### src/rtl/timer_arb_pkg.sv
// Shared types and constants for the timer arbiter: FSM state encoding and tick divisors.
package timer_arb_pkg;

  typedef enum logic [1:0] {
    IDLE = 2'd0,
    LOAD = 2'd1,
    RUN  = 2'd2,
    DONE = 2'd3
  } state_e;

  localparam int TICK_DIV_DEFAULT = 100_000_000;
  localparam int TICK_DIV_SIM     = 4;

endpackage

### src/rtl/tick_prescaler.sv
// Coarse tick generator: prescaler wrapping every TICK_DIV cycles plus a tick counter
// that flags the wrap on which the requested duration completes.
module tick_prescaler
  import timer_arb_pkg::*;
#(
  parameter int DUR_W    = 8,
  parameter int TICK_DIV = TICK_DIV_DEFAULT
) (
  input  logic             clk,
  input  logic             reset,
  input  logic             clr,
  input  logic             en,
  input  logic [DUR_W-1:0] dur,
  output logic             tick,
  output logic             last
);

  localparam int PRE_W = (TICK_DIV > 1) ? $clog2(TICK_DIV) : 1;

  logic [PRE_W-1:0] pre_q, pre_d;
  logic [DUR_W-1:0] cnt_q, cnt_d;
  logic [DUR_W:0]   cnt_p1;

  always_comb begin
    pre_d  = pre_q;
    cnt_d  = cnt_q;
    cnt_p1 = {1'b0, cnt_q} + {{DUR_W{1'b0}}, 1'b1};
    tick   = en && (pre_q == PRE_W'(TICK_DIV - 1));
    last   = tick && (cnt_p1 == {1'b0, dur});
    if (clr) begin
      pre_d = '0;
      cnt_d = '0;
    end else if (en) begin
      if (tick) begin
        pre_d = '0;
        // Hold on the final wrap so the counter can never roll over.
        if (!last) cnt_d = cnt_p1[DUR_W-1:0];
      end else begin
        pre_d = pre_q + {{(PRE_W-1){1'b0}}, 1'b1};
      end
    end
  end

  always_ff @(posedge clk) begin
    if (reset) begin
      pre_q <= '0;
      cnt_q <= '0;
    end else begin
      pre_q <= pre_d;
      cnt_q <= cnt_d;
    end
  end

endmodule

### src/rtl/timer_arbiter.sv
// Round-robin arbiter sharing one coarse-tick countdown timer among N_REQ requesters.
// Optional owner abort via `cancel` when TIMER_ARB_CANCEL_EN is defined.
module timer_arbiter
  import timer_arb_pkg::*;
#(
  parameter int N_REQ    = 4,
  parameter int DUR_W    = 8,
  parameter int TICK_DIV = TICK_DIV_DEFAULT
) (
  input  logic                   clk,
  input  logic                   reset,
  input  logic [N_REQ-1:0]       req,
  input  logic [N_REQ*DUR_W-1:0] dur,
`ifdef TIMER_ARB_CANCEL_EN
  input  logic [N_REQ-1:0]       cancel,
`endif
  output logic [N_REQ-1:0]       grant,
  output logic [N_REQ-1:0]       done,
  output logic                   busy,
  output logic [1:0]             dbg_state
);

  // Handshake: req[i] is a level held until done[i]; it is only sampled in IDLE.
  // grant[owner] is high through LOAD/RUN, done[owner] pulses for the single DONE cycle.
  localparam int IDX_W = (N_REQ > 1) ? $clog2(N_REQ) : 1;

  state_e           state_q, state_d;
  logic [IDX_W-1:0] owner_q, owner_d;
  logic [IDX_W-1:0] rr_q, rr_d;
  logic [DUR_W-1:0] dur_q, dur_d;

  logic [IDX_W-1:0] pick;
  logic             found;
  logic [IDX_W-1:0] next_ptr;
  logic [N_REQ-1:0] owner_oh;
  logic             cancel_hit;
  logic             tick_unused;
  logic             last;
  int               j;

  tick_prescaler #(
    .DUR_W    (DUR_W),
    .TICK_DIV (TICK_DIV)
  ) u_tick (
    .clk   (clk),
    .reset (reset),
    .clr   (state_q == LOAD),
    .en    (state_q == RUN),
    .dur   (dur_q),
    .tick  (tick_unused),
    .last  (last)
  );

  always_comb begin
    pick  = '0;
    found = 1'b0;
    j     = 0;
    // First set request at or above rr_q, wrapping around.
    for (int k = 0; k < N_REQ; k++) begin
      j = int'(rr_q) + k;
      if (j >= N_REQ) j = j - N_REQ;
      if (!found && req[j]) begin
        found = 1'b1;
        pick  = IDX_W'(j);
      end
    end
  end

  always_comb begin
    next_ptr = (owner_q == IDX_W'(N_REQ - 1)) ? '0 : owner_q + {{(IDX_W-1){1'b0}}, 1'b1};
    owner_oh = N_REQ'(1) << owner_q;
`ifdef TIMER_ARB_CANCEL_EN
    cancel_hit = cancel[owner_q];
`else
    cancel_hit = 1'b0;
`endif
  end

  always_comb begin
    state_d = state_q;
    owner_d = owner_q;
    rr_d    = rr_q;
    dur_d   = dur_q;
    case (state_q)
      IDLE: begin
        if (found) begin
          owner_d = pick;
          dur_d   = dur[int'(pick)*DUR_W +: DUR_W];
          state_d = LOAD;
        end
      end
      LOAD: begin
        if (cancel_hit) begin
          rr_d    = next_ptr;
          state_d = IDLE;
        end else if (dur_q == '0) begin
          state_d = DONE;
        end else begin
          state_d = RUN;
        end
      end
      RUN: begin
        if (cancel_hit) begin
          rr_d    = next_ptr;
          state_d = IDLE;
        end else if (last) begin
          state_d = DONE;
        end
      end
      DONE: begin
        rr_d    = next_ptr;
        state_d = IDLE;
      end
      default: state_d = IDLE;
    endcase
  end

  always_ff @(posedge clk) begin
    if (reset) begin
      state_q <= IDLE;
      owner_q <= '0;
      rr_q    <= '0;
      dur_q   <= '0;
    end else begin
      state_q <= state_d;
      owner_q <= owner_d;
      rr_q    <= rr_d;
      dur_q   <= dur_d;
    end
  end

  always_comb begin
    grant     = ((state_q == LOAD) || (state_q == RUN)) ? owner_oh : '0;
    done      = (state_q == DONE) ? owner_oh : '0;
    busy      = (state_q != IDLE);
    dbg_state = state_q;
  end

endmodule

### config.mk
export PLATFORM = sky130hd
export DESIGN_NAME = timer_arbiter
export DESIGN_NICKNAME = d
export VERILOG_FILES = /design/src/rtl/timer_arb_pkg.sv /design/src/rtl/tick_prescaler.sv /design/src/rtl/timer_arbiter.sv
export SDC_FILE = /design/constraint.sdc
export NUM_CORES = 1
export LEC_CHECK = 0
export ABC_AREA = 1
export BUFFER_PORTS_ARGS = -buffer_cell sky130_fd_sc_hd__buf_4
export CAP_MARGIN = 20
export CORE_UTILIZATION = 58
export CTS_BUF_LIST = sky130_fd_sc_hd__clkbuf_16
export DETAILED_ROUTE_END_ITERATION = 10
export PLACE_DENSITY_LB_ADDON = 0.08
export SYNTH_ARGS = -nofsm -noshare
export SYNTH_HDL_FRONTEND = slang
export SYNTH_HIERARCHICAL = 1
export SYNTH_SLANG_ARGS = --single-unit
### constraint.sdc
create_clock -name clk -period 2.6 [get_ports clk]
set_input_delay 0.52 -clock clk [delete_from_list [all_inputs] [get_ports clk]]
set_output_delay 0.52 -clock clk [all_outputs]
set_load 0.03 [all_outputs]
## After elaboration in Yosys (flattened, before gate mapping)

Cells that the tools add are included.

- Memory bits (read-only): 0
- Word-level logic and storage cells: 83
- Latch bits: 0
- Output and inout port bits: 11
- RAM bits: 0
- Register bits: 49
- Memories kept: 0
- Input bits: 38

- Add/subtract/negate cells: 10
- Div/mod/pow operators: 0
- Mux-type cells: 32
- Equal/unequal tests: 8
- Shifts and indexed selects: 2
- Order comparisons: 8
- Multiply operators: 0
- Bitwise logic cells: 1
- Reduce and logical (&&, ||, !) cells: 16

Operator list:

| operator | number |
|---|---|
| $lt 32x4->1 const B | 4 |
| $mux 32 | 4 |
| $shiftx 32x6->8 | 1 |
| $add 27x1->27 const B | 1 |
| $eq 27x27->1 const B | 1 |
| $mux 27 | 1 |
| $mux 2 | 7 |
| $mux 1 | 13 |
| $sub 3x3->4 const B | 3 |
| $add 8x1->9 const B | 1 |
| $eq 9x8->1 | 1 |
| $ge 3x3->1 const B | 3 |
| $bmux 1 s2 | 4 |
| $logic_not 8->1 | 1 |
| $mux 4 | 2 |
| $pmux 2 s4 | 1 |
| $add 2x2->3 const B | 2 |
| $eq 2x2->1 const B | 3 |
| $logic_and 1x1->1 | 5 |
| $ne 2x2->1 const B | 2 |
| $reduce_and 2->1 | 2 |
| $shl 1x2->4 const A | 1 |
| $sub 2x3->4 const B | 1 |
| $add 2x1->3 const B | 1 |
| other kinds (10) | 12 |

## Longest topological paths before layout

Gate-level depths: netlist of run 1.

- Word-level depth: 17
- Depth in mapped cells: 16
- Mapped depth without buffers: 15

## Cells and area by module

Netlist of run 1, hierarchy kept.

Modules (own cells, without submodules):

| module | times used | sequential area each (sq um) | area each (sq um) | cells each |
|---|---|---|---|---|
| tick_prescaler | 1 | 700.7 | 2,247.2 | 356 |
| timer_arbiter | 1 | 280.3 | 1,403.8 | 243 |

## Least setup slack after synthesis of run 1

Ideal clock, no wire load.

- Path type: register -> register
- From: register state_q[0] (netlist: dbg_state[0])
- To: register state_q[0] (netlist: dbg_state[0])
- Setup slack: 0.562 ns
- Stages on the path, launching flop included: 16
- Data arrival time: 1.904 ns
- Data required time: 2.466 ns
- Period minus slack after synthesis: 2.038 ns
- Buffers on the path: 0
- Path through: dfxtp_1 inv_1 ha_1 nand2_1 inv_1 nand2_1 nor2_1 nand3_1 nor2_4 nand2_1 nor2_1 nand3_1 inv_1 o22ai_1 o21bai_1 a21oi_1

- Cells in the longest elaborated chain, start to end: 5

Ends and longest elaborated chain:

| element | line | RTL |
|---|---|---|
| start: declaration | timer_arbiter.sv:27 | `state_e state_q, state_d;` |
| start signal: assignment | timer_arbiter.sv:125 | `state_q <= state_d;` |
| $eq 2x2->1 | timer_arbiter.sv:48 | `.en (state_q == RUN),` |
| $logic_and 1x1->1 | tick_prescaler.sv:28 | `tick = en && (pre_q == PRE_W'(TICK_DIV - 1));` |
| named net tick_unused | timer_arbiter.sv:37 | `logic tick_unused;` |
| $logic_and 1x1->1 | tick_prescaler.sv:29 | `last = tick && (cnt_p1 == {1'b0, dur});` |
| named net last | timer_arbiter.sv:38 | `logic last;` |
| $ne 2x2->1 (no line) | - |  |
| $reduce_and 2->1 (no line) | - |  |

The timed path passes the listed nets, and every way through them passes these cells.
A chain may end at the register's enable or synchronous reset.

## Worst setup path after layout of run 1

- From: register rr_q[0]
- To: register dur_q[7]

- Cells in the longest elaborated chain, start to end: 16

Ends and longest elaborated chain:

| element | line | RTL |
|---|---|---|
| start: declaration | timer_arbiter.sv:29 | `logic [IDX_W-1:0] rr_q, rr_d;` |
| start signal: assignment | timer_arbiter.sv:127 | `rr_q <= rr_d;` |
| branches (longest 16 deep; another with $sub 3x3->4) | - |  |
| end signal: assignment | timer_arbiter.sv:128 | `dur_q <= dur_d;` |
| end: declaration | timer_arbiter.sv:30 | `logic [DUR_W-1:0] dur_q, dur_d;` |

Parallel ways; which one is timed is not known. The select of a mux whose other input is x is not followed.

==> run summary, run 1 <==
status -> completed
Most used DFF post-synth -> dfxtp_1
worst min-delay path category -> register to register
Vias -> 3887
Slew headroom -> 68.8%
Adder-Cell Fraction of Synth Area -> 3.43%
Worst path top cell family by delay -> simple AND/OR/NAND/NOR gates
insertion delay to the later sink of the worst-skew pair -> 0.29 ns
CP Cell Sequence -> inv_2, nand2_1, nand2_2, nand2_1, nand2_1, nand2_1, nand2_1, nand2_2, nand3_2, nand2_1, nand2_1, nand2_1, nand3_1, nand2_1, inv_1
Max-cap violations -> 0
Overflow after GRT -> 0
Total Routing Usage GR -> 27.7%
synth warn -> 6
Final HPWL DP -> 6.77 mm
vias in the first global route -> 3423
final setup fails -> 0
Synth Area in XOR/XNOR -> 1.20%
Layout Cells excl Fill -> 722
required time of the critical path -> 2.79 ns
Remaining DRCs -> 0
number of instances in the placed design -> 714
CP Capture Point -> dur_q[7]
Async S/R FF share, synth -> 0%
Antenna Nets Post-Route -> 0
initial antenna violation count -> 0
drt pass-1 iters -> 4
most frequent CP cell -> nand2_1
Post-Syn Area -> 3650 sq um
Reg clk slew, reported paths -> 0.07 ns
post-synthesis compound-gate area fraction -> 8.36%
FF-to-FF path depth -> 15
largest family of logic cells by synthesized area -> simple AND/OR/NAND/NOR gates
register area share after synthesis -> 26.9%
Post-Synth Simple-Gate Area -> 47.4%
worst vdd ir -> 0.545 mV
DIE WIDTH -> 81.3 um
Post-synth EDFFs -> 0
CTS max path bufs -> 2
CTS tree -> done
mux contribution to synthesized area -> 0%
Worst setup EP type -> register
CP peak stage delay -> 0.56 ns
Final Hold Vio Count -> 0
Pwr Density -> 772 nW/um^2
fin crit share -> 86.2%
WL/cell -> 12.1 um
critical path class -> register to register
routability congestion estimate from global placement -> 0.910
leak pwr -> 2.06 nW
Syn-to-layout area delta -> 15.9%
worst path bufs/invs -> 2
Tmin final -> 2.24 ns
Starting Density -> 60.9%
post-synth top area share -> 26.9%
Post-Syn Area per Cell -> 6.10 sq um
Slew Limit Fails -> 0
nets -> 694
R2R Setup Slk -> 0.36 ns
Via density -> 5.38
reg2reg start -> rr_q[0]
I/O pin count -> 49
Max Fclk -> 446 MHz
share of cells above drive strength 1 -> 16.4%
Cells after Synth -> 599
clock skew -> 0.00557 ns
# clock sinks -> 49
diode count -> 0
Root Driver -> clkbuf_16
FILL cells -> 516
final setup TNS -> 0 ns
violation count after the first detailed-route iteration -> 253
FF-to-FF End -> dur_q[7]
largest net degree at the start of global routing -> 21
Yosys cell types -> 38
Yosys top cell by area -> dfxtp_1
cell row count -> 28
die area -> 6620 sq um
H-tree depth -> 2
worst slew pin tran -> 0.464 ns
Worst EP arrival -> 2.43 ns
Hold Buf Count CTS -> 0
Mapped Nets -> 647
RSZ-0062 raised after global routing -> false
Synth area leaders -> dfxtp_1 (27%), nand2_1 (17%), inv_1 (9.6%), nor2_1 (7.6%), nand3_1 (6.3%)
DIE HEIGHT -> 81.3 um
IO Port Bufs -> 48
startpoint types -> register
post-synthesis register bit count -> 49
cell count along the critical path -> 15
critical path launch point -> rr_q[0]
Max FO, Critical Path -> 20
Post-CTS Resized -> 0
first-pass GRT wire length -> 14.5 mm
Worst path slowest cell -> dfxtp_1
Total Wirelength -> 8.71 mm
# Post-CTS Setup Buffers -> 0
cts bufs inserted -> 5
Core Area -> 5990 sq um
-- worst min path at each step --
stage	from	endpoint	slack [ns]	depth (start not counted)
global placement	u_tick/pre_q[25]	u_tick/pre_q[25]	0.49	2
CTS	reset	dbg_state[0]	0.51	2
floorplan	u_tick/pre_q[16]	u_tick/pre_q[16]	0.47	2
finish	u_tick/cnt_q[7]	u_tick/cnt_q[7]	0.51	2
global route	reset	dbg_state[0]	0.51	2
detailed placement	u_tick/cnt_q[7]	u_tick/cnt_q[7]	0.50	2
-- cell usage in the layout (no fill, tap or decap), drive strengths merged --
cell type	Yosys	routed
nor4	7	7
dfxtp	49	49
o22ai	1	1
nand3	55	55
ha	10	10
a31oi	2	2
bufinv	0	1
o211a	1	1
nor3	6	6
nand4	25	25
clkinv	0	1
nand2	183	183
o21a	2	2
clkinvlp	0	1
o21ai	18	18
o21bai	2	2
a221oi	1	1
buf	12	55
nand3b	5	5
xor2	5	5
inv	99	99
a21oi	24	24
nor2	85	85
clkbuf	3	5
nor3b	1	1
a211oi	2	2
o31ai	1	1
-- cells by family after synthesis --
family / Yosys count
DFF: 49
AOI/OAI and AO/OA: 54
adders and majority gates: 10
buffers and inverters: 114
xor gates and xnor gates: 5
and+or+nand+nor: 367
-- per-layer routing --
metal	up-vias	share of wire, %	GRT usage (%)
li1	1997	-	-
met1	1758	45	33.4
met2	116	49	49.8
met3	16	4.8	5.51
met4	0	1.2	6.61
met5	-	0	0
-- registers in the layout, summed over array words and instances, names as in the netlist --
| signal | count |
|---|---|
| dbg_state | 2 |
| dur_q | 8 |
| owner_q | 2 |
| rr_q | 2 |
| u_tick/cnt_q | 8 |
| u_tick/pre_q | 27 |
-- area by class of cell --
class,count,area [sq um],area share [%]
timing repair buffer,55,413,9.76
inverter,99,372,8.78
clock buffer,5,125,2.96
clock inverter,3,41.3,0.976
multi-input combinational,436,2210,52.1
sequential,49,981,23.2
tap,75,93.8,2.22
-- worst register-to-register path, cell delays in order (launching register included) --
cell and delay [ns]:
dfxtp_1 0.56, inv_2 0.16, nand2_1 0.10, nand2_2 0.09
nand2_1 0.07, nand2_1 0.05, nand2_1 0.07, nand2_1 0.07
nand2_2 0.21, nand3_2 0.33, nand2_1 0.16, nand2_1 0.06
nand2_1 0.07, nand3_1 0.06, nand2_1 0.06, inv_1 0.03
-- per-stage QoR --
| step | cell area [sq um] | hold slack (ns) | util [%] | worst slack [ns] | power, W |
|---|---|---|---|---|---|
| 2_1_floorplan | 3650 | 0.465 | - | 0.562 | 0.00214 |
| 3_3_place_gp | 4070 | 0.487 | 67.9 | 0.482 | 0.00250 |
| 3_5_place_dp | 4070 | 0.499 | 67.9 | 0.395 | 0.00253 |
| 4_1_cts | 4230 | 0.506 | 70.6 | 0.380 | 0.00327 |
| 5_1_grt | 4230 | 0.509 | 70.6 | 0.0809 | 0.00352 |
| 6_report | 4230 | 0.511 | 70.6 | 0.358 | 0.00327 |
-- where the power goes --
| group | switching [W] | total (W) | internal [W] |
|---|---|---|---|
| Sequential | 0.000124 | 0.000982 | 0.000858 |
| Clock | 0.000280 | 0.000731 | 0.000450 |
| Combinational | 0.00100 | 0.00155 | 0.000550 |
| Total | 0.00141 | 0.00327 | 0.00186 |
-- Yosys cell counts, types with 2 or more instances --
cell type	instances
a21oi_1	24
nand3b_1	5
nor2_1	74
nand3_4	2
clkbuf_1	2
nor2_2	6
a31oi_1	2
nor4_1	6
o21bai_1	2
nand2_2	14
buf_2	7
nand4_1	25
nand3_1	46
nor2_4	4
buf_6	2
inv_1	93
nand2_1	168
nand3_2	7
buf_4	3
o21ai_0	14
o21a_1	2
nor3_1	6
dfxtp_1	49
ha_1	10
xor2_1	5
o21ai_1	4
inv_2	6
(Power assumes the default switching activity.)
==> inputs of run 2 (changes only) <==
--- a/config.mk
+++ b/config.mk
@@ -5,10 +5,9 @@
 export SDC_FILE = /design/constraint.sdc
 export NUM_CORES = 1
 export LEC_CHECK = 0
-export ABC_AREA = 1
 export BUFFER_PORTS_ARGS = -buffer_cell sky130_fd_sc_hd__buf_4
 export CAP_MARGIN = 20
-export CORE_UTILIZATION = 58
+export CORE_UTILIZATION = 57
 export CTS_BUF_LIST = sky130_fd_sc_hd__clkbuf_16
 export DETAILED_ROUTE_END_ITERATION = 10
 export PLACE_DENSITY_LB_ADDON = 0.08
==> run 2 against run 1 <==
Effect of this change: clock skew increased by 0.0024 ns; register-to-register slack got worse by 0.21 ns; global-route usage increased by 0.20 points; final cell count decreased by 30%; non-clock buffer count increased by 12; utilization increased by 2.8 points; synthesized cell count decreased by 36%; critical path type unchanged; critical endpoint is now u_tick/cnt_q[7]; largest power group unchanged; highest routed layer unchanged.
==> run summary, run 2 <==
status -> completed
Core Area -> 5170 sq um
largest family of logic cells by synthesized area -> simple AND/OR/NAND/NOR gates
number of instances in the placed design -> 497
pre-CTS setup slack -> 0.0713 ns
Top Registers -> u_tick/pre_q x27, dur_q x8, u_tick/cnt_q x8
Reg area -> 986 sq um
H-tree depth -> 2
CP Cell Sequence -> inv_1, ha_1, nand4_4, or3_1, or3_4, inv_1, buf_4, a41oi_1, a31oi_1, o311ai_1
share of cells above drive strength 1 -> 20.9%
Vias -> 3034
drt pass-1 iters -> 5
area occupied by multi-input gates -> 1980 sq um
post-synthesis register bit count -> 49
worst min-delay path category -> input pin to register
post-synthesis compound-gate area fraction -> 13.9%
Reg clk slew, reported paths -> 0.06 ns
Overflow after GRT -> 0
initial antenna violation count -> 0
Largest Register -> u_tick/pre_q
nets -> 482
diode count -> 0
worst vdd ir -> 0.550 mV
Post-Syn Area -> 3110 sq um
worst slew pin tran -> 0.438 ns
FF-to-FF path depth -> 10
Hold Buf Count CTS -> 0
cell row count -> 26
mux contribution to synthesized area -> 6.12%
CTS max path bufs -> 2
IO Port Bufs -> 48
Pwr Density -> 726 nW/um^2
Post-synth EDFFs -> 0
# clock sinks -> 49
register area share after synthesis -> 31.6%
Total Routing Usage GR -> 27.9%
Final HPWL DP -> 5.61 mm
DIE WIDTH -> 75.8 um
Mapped Nets -> 429
DIE HEIGHT -> 75.8 um
Yosys top cell by area -> dfxtp_1
Tmin final -> 2.45 ns
Layout Cells excl Fill -> 505
cts bufs inserted -> 5
Root Driver -> clkbuf_16
Largest register FFs -> 27
post-synth top area share -> 31.6%
fin crit share -> 94.1%
final worst slack -> 0.153 ns
CP peak stage delay -> 0.44 ns
Max FO, Critical Path -> 17
vias in the first global route -> 2793
CTS tree -> done
Synth area leaders -> dfxtp_1 (32%), mux2i_1 (6.1%), nor2_1 (5.7%), xnor2_1 (4.5%), nand2_1 (4.4%)
WL/cell -> 15.2 um
clock skew -> 0.00794 ns
violation count after the first detailed-route iteration -> 164
Slew Limit Fails -> 0
Worst EP arrival -> 2.60 ns
Most used DFF post-synth -> dfxtp_1
Cells after Synth -> 381
placed cell areas -> 3570 sq um
most frequent CP cell -> inv_1
Post-Synth Simple-Gate Area -> 29.7%
Yosys cell types -> 55
Worst setup EP type -> register
Async S/R FF share, synth -> 0%
most frequent cells in the layout -> buf_4 (67), nor2_1 (47), dfxtp_1 (45), nand2_1 (36), mux2i_1 (19)
commonest non-fill, non-tap cell in the layout -> buf_4
Antenna Nets Post-Route -> 0
FILL cells -> 413
die area -> 5750 sq um
final setup fails -> 0
RSZ-0062 raised after global routing -> false
Synth Area in XOR/XNOR -> 8.74%
Worst path slowest cell -> or3_4
required time of the critical path -> 2.76 ns
Adder-Cell Fraction of Synth Area -> 4.03%
Hold Crit Depth -> 2
cell with the most instances after synthesis -> dfxtp_1
Via density -> 6.01
Starting Density -> 60.0%
Remaining DRCs -> 0
first-pass GRT wire length -> 12.3 mm
final setup TNS -> 0 ns
Post-synth top cells -> dfxtp_1 (49), nor2_1 (47), nand2_1 (36)
Max-cap violations -> 0
routability congestion estimate from global placement -> 0.971
insertion delay to the later sink of the worst-skew pair -> 0.29 ns
Post-Syn Area per Cell -> 8.15 sq um
leak pwr -> 1.49 nW
I/O pin count -> 49
largest net degree at the start of global routing -> 25
Final Hold Vio Count -> 0
final instance area -> 3800 sq um
Total Wirelength -> 7.68 mm
startpoint types -> register
Slew headroom -> 70.5%
synth warn -> 6
critical path class -> register to register
Max Fclk -> 409 MHz
Syn-to-layout area delta -> 22.3%
==> run 2: cell count changes after synthesis, sizes merged, moves of 9 or more <==
cell   change
and3       +9
nor2      -37
nand3     -36
xnor2     +16
and2      +11
inv       -86
nand2    -147
nand4     -13
a21oi     -13
o21ai     -15
xor2      +10
mux2i     +19
==> run 2: logic make-up after synthesis <==
logic type,Yosys count
AOI/OAI and AO/OA,58
xor gates and xnor gates,31
adders and majority gates,10
buffers and inverters,34
DFF,49
muxes,19
and+or+nand+nor,180
==> run 2: cell type report <==
cell class	instances	area share [%]
clock buffers	5	3.29
clock inverters	3	1.81
inverters	13	1.28
multi-input cells	298	52.1
flip-flops and latches	49	26.0
well taps	70	2.31
repair buffers	67	13.2
==> run 2: path summary, 6_finish.rpt <==
| kind | from | slack [ns] | endpoint |
|---|---|---|---|
| max | dbg_state[0] | 0.15 | u_tick/cnt_q[7] |
| min | reset | 0.50 | dbg_state[1] |
| max reg2reg | dbg_state[0] | 0.15 | u_tick/cnt_q[7] |
| min reg2reg | u_tick/pre_q[26] | 0.52 | u_tick/pre_q[26] |
==> run 2: timing repair <==
| item | CTS | global route |
|---|---|---|
| hold endpoints to repair | 0 | 0 |
| setup endpoints to repair | 0 | 8 |
| gates resized for setup | 0 | 6 |
| setup buffers | 0 | 0 |
==> run 2: per-stage QoR <==
stage / power [W] / hold slack [ns] / utilization, %
final: 0.00276 / 0.501 / 73.4
after floorplan: 0.00160 / 0.472 / -
after detailed placement: 0.00191 / 0.508 / 69.1
after global routing: 0.00290 / 0.501 / 73.4
after CTS: 0.00275 / 0.496 / 72.8
after global placement: 0.00188 / 0.495 / 69.1
==> run 2: report_power, final <==
group	internal, W	switching, W
Combinational	0.000395	0.000600
Sequential	0.000827	0.000101
Clock	0.000554	0.000281
Total	0.00178	0.000982
==> run 2: routing by layer <==
metal	up-vias	global-route usage (%)	part of all wire (%)
met5	-	0	0
met4	0	9.05	1.8
met2	124	47.9	48
met1	1412	34.4	43
met3	24	6.48	6.9
li1	1474	-	-
==> run 2: worst max-delay path, delay by kind of cell (launching register included) <==
kind                     cells  cell delay (ns)
adder cells (fa/ha/maj)      1             0.22
buffers and inverters        3             0.37
AO/OA/AOI/OAI                3             0.42
AND/OR/NAND/NOR              3             0.98
flip-flops                   1             0.32
==> inputs of run 3 (changes only) <==
--- a/config.mk
+++ b/config.mk
@@ -5,13 +5,13 @@
 export SDC_FILE = /design/constraint.sdc
 export NUM_CORES = 1
 export LEC_CHECK = 0
+export ABC_AREA = 1
 export BUFFER_PORTS_ARGS = -buffer_cell sky130_fd_sc_hd__buf_4
 export CAP_MARGIN = 20
-export CORE_UTILIZATION = 57
+export CORE_UTILIZATION = 58
 export CTS_BUF_LIST = sky130_fd_sc_hd__clkbuf_16
 export DETAILED_ROUTE_END_ITERATION = 10
 export PLACE_DENSITY_LB_ADDON = 0.08
 export SYNTH_ARGS = -nofsm -noshare
 export SYNTH_HDL_FRONTEND = slang
-export SYNTH_HIERARCHICAL = 1
 export SYNTH_SLANG_ARGS = --single-unit
==> constraint.sdc (replaced) <==
create_clock -name clk -period 2.89 [get_ports clk]
set_input_delay 0.578 -clock clk [delete_from_list [all_inputs] [get_ports clk]]
set_output_delay 0.578 -clock clk [all_outputs]
set_load 0.03 [all_outputs]
==> run 3 against run 2 <==
Effect of this change: clock power fell by 23%; synthesized area increased by 5.4%; non-clock buffer count shrank 16; utilization decreased by 0.58 points; critical path type unchanged; critical path depth up 2; worst hold slack lost 0.0085 ns; global-route usage fell by 1.2 points; cell area increased by 1.1%; combinational power rose by 39%.
==> run summary, run 3 <==
status -> completed
RSZ-0062 raised after global routing -> false
IO Port Bufs -> 48
Final Hold Vio Count -> 0
post-synthesis register bit count -> 49
DIE WIDTH -> 77.1 um
R2R Setup Slk -> 0.52 ns
cell row count -> 26
final core occ -> 72.9%
Largest Register -> u_tick.pre_q
Pwr Density -> 751 nW/um^2
reg2reg start -> u_tick.cnt_q[0]
commonest non-fill, non-tap cell in the layout -> nand2_1
Async S/R FF share, synth -> 0%
Max-cap violations -> 0
Top Registers -> u_tick.pre_q x27, dur_q x8, u_tick.cnt_q x8
synth warn -> 0
Total Routing Usage GR -> 26.7%
Post-Syn Area -> 3270 sq um
fin crit share -> 81.9%
diode count -> 0
# Post-CTS Setup Buffers -> 0
Total Wirelength -> 7.59 mm
die area -> 5950 sq um
Worst EP arrival -> 2.55 ns
Post-Syn Area per Cell -> 6.11 sq um
FILL cells -> 464
Vias -> 3435
Post-CTS Resized -> 0
startpoint types -> register
CTS tree -> done
Slew Limit Fails -> 0
H-tree depth -> 2
Final HPWL DP -> 5.78 mm
Root Driver -> clkbuf_16
Slew headroom -> 57.6%
WL/cell -> 11.6 um
Yosys cell types -> 36
Max FO, Critical Path -> 11
Core Area -> 5270 sq um
Post-synth top cells -> nand2_1 (168), inv_1 (72), nor2_1 (60)
Overflow after GRT -> 0
Mapped Nets -> 584
worst hold path startpoint -> u_tick.cnt_q[6]
Worst setup EP type -> register
most frequent cells in the layout -> nand2_1 (168), inv_1 (73), nor2_1 (60), nand3_1 (53), buf_4 (50)
drt pass-1 iters -> 5
routability congestion estimate from global placement -> 0.913
largest net degree at the start of global routing -> 19
final setup TNS -> 0 ns
Most used DFF post-synth -> dfxtp_1
clock skew -> 0.00590 ns
Max Fclk -> 423 MHz
Cells after Synth -> 536
violation count after the first detailed-route iteration -> 175
Remaining DRCs -> 0
# clock sinks -> 49
insertion delay to the later sink of the worst-skew pair -> 0.29 ns
required time of the critical path -> 3.07 ns
Largest register FFs -> 27
Syn-to-layout area delta -> 17.3%
Hold Buf Count CTS -> 0
leak pwr -> 1.83 nW
share of cells above drive strength 1 -> 13.3%
worst vdd ir -> 0.614 mV
I/O pin count -> 49
vias in the first global route -> 3146
Tmin final -> 2.37 ns
final setup fails -> 0
cell with the most instances after synthesis -> nand2_1
critical path class -> register to register
Reg clk slew, reported paths -> 0.06 ns
first-pass GRT wire length -> 13.3 mm
post-synth top area share -> 30.0%
Via density -> 5.24
CTS max path bufs -> 2
Yosys top cell by area -> dfxtp_1
Starting Density -> 62.1%
critical path launch point -> u_tick.cnt_q[0]
register area share after synthesis -> 30.0%
DIE HEIGHT -> 77.1 um
cts bufs inserted -> 5
Antenna Nets Post-Route -> 0
worst min-delay path category -> register to register
initial antenna violation count -> 0
Post-synth EDFFs -> 0
Synth area leaders -> dfxtp_1 (30%), nand2_1 (19%), inv_1 (8.3%), nand3_1 (8.1%), nor2_1 (6.9%)
worst slew pin tran -> 0.633 ns
nets -> 632
==> run 3: changes by cell type after synthesis, moves of 9 or more <==
cell,before,now
nor2_1,47,60
mux2i_1,19,0
inv_1,13,72
nand2_1,36,168
xnor2_1,16,3
and2_1,10,0
xor2_1,15,2
o21ai_0,2,18
nand3_1,18,53
a21oi_1,10,28
and3_1,9,0
==> run 3: worst max-delay path, stage by stage (launching register included) <==
cell	delay (ns)
dfxtp_1	0.49
ha_1	0.24
nand2_1	0.08
nor2_1	0.17
nand2_1	0.09
nand3_1	0.09
nand3_1	0.10
nor2_1	0.20
nand2_1	0.08
nand2_1	0.28
inv_1	0.19
o21ai_0	0.20
nor2_1	0.05
==> run 3: kinds of logic (layout without fill, tap and decap cells) <==
kind of cell,after synthesis,count (layout),synth area share (%)
AOI/OAI and AO/OA,57,57,9.78
xor gates and xnor gates,5,5,1.34
adders and majority gates,10,10,3.82
buffers and inverters,87,136,11.0
DFF,49,49,30.0
and+or+nand+nor,328,328,44.1
==> run 3: stage by stage <==
| step | total power [W] | hold slack [ns] | instance area, sq um | setup WS (ns) | cells |
|---|---|---|---|---|---|
| 2_1_floorplan | 0.00192 | 0.441 | 3270 | 0.929 | 536 |
| 3_3_place_gp | 0.00220 | 0.466 | 3670 | 0.405 | 646 |
| 3_5_place_dp | 0.00222 | 0.472 | 3670 | 0.309 | 646 |
| 4_1_cts | 0.00287 | 0.494 | 3830 | 0.275 | 654 |
| 5_1_grt | 0.00308 | 0.517 | 3840 | 0.297 | 655 |
| 6_report | 0.00288 | 0.493 | 3840 | 0.524 | 655 |
==> run 3: power by group <==
| part | internal (W) | switching, W |
|---|---|---|
| Sequential | 0.000766 | 0.0000882 |
| Combinational | 0.000477 | 0.000905 |
| Clock | 0.000402 | 0.000245 |
==> run 3: area by class of cell <==
class / count / area, sq um / area share, %
clock buffer: 5 / 125 / 3.26
clock inverter: 3 / 37.5 / 0.978
inverter: 77 / 289 / 7.53
multi-input combinational: 400 / 1930 / 50.3
sequential: 49 / 981 / 25.5
tap: 70 / 87.6 / 2.28
timing repair buffer: 51 / 387 / 10.1
==> run 3: worst paths after layout <==
check,endpoint,cells after the start
min,u_tick.cnt_q[6],2
max,u_tick.cnt_q[5],12
max reg2reg,u_tick.cnt_q[5],12
min reg2reg,u_tick.cnt_q[6],2
==> run 3: metal layers <==
metal	part of all wire, %	GRT usage (%)	wire, um	vias up
met4	1.5	7.17	113	0
met5	0	0	0	-
li1	-	-	-	1816
met3	5.6	4.17	423	14
met2	45	45.0	3430	95
met1	48	35.1	3620	1510
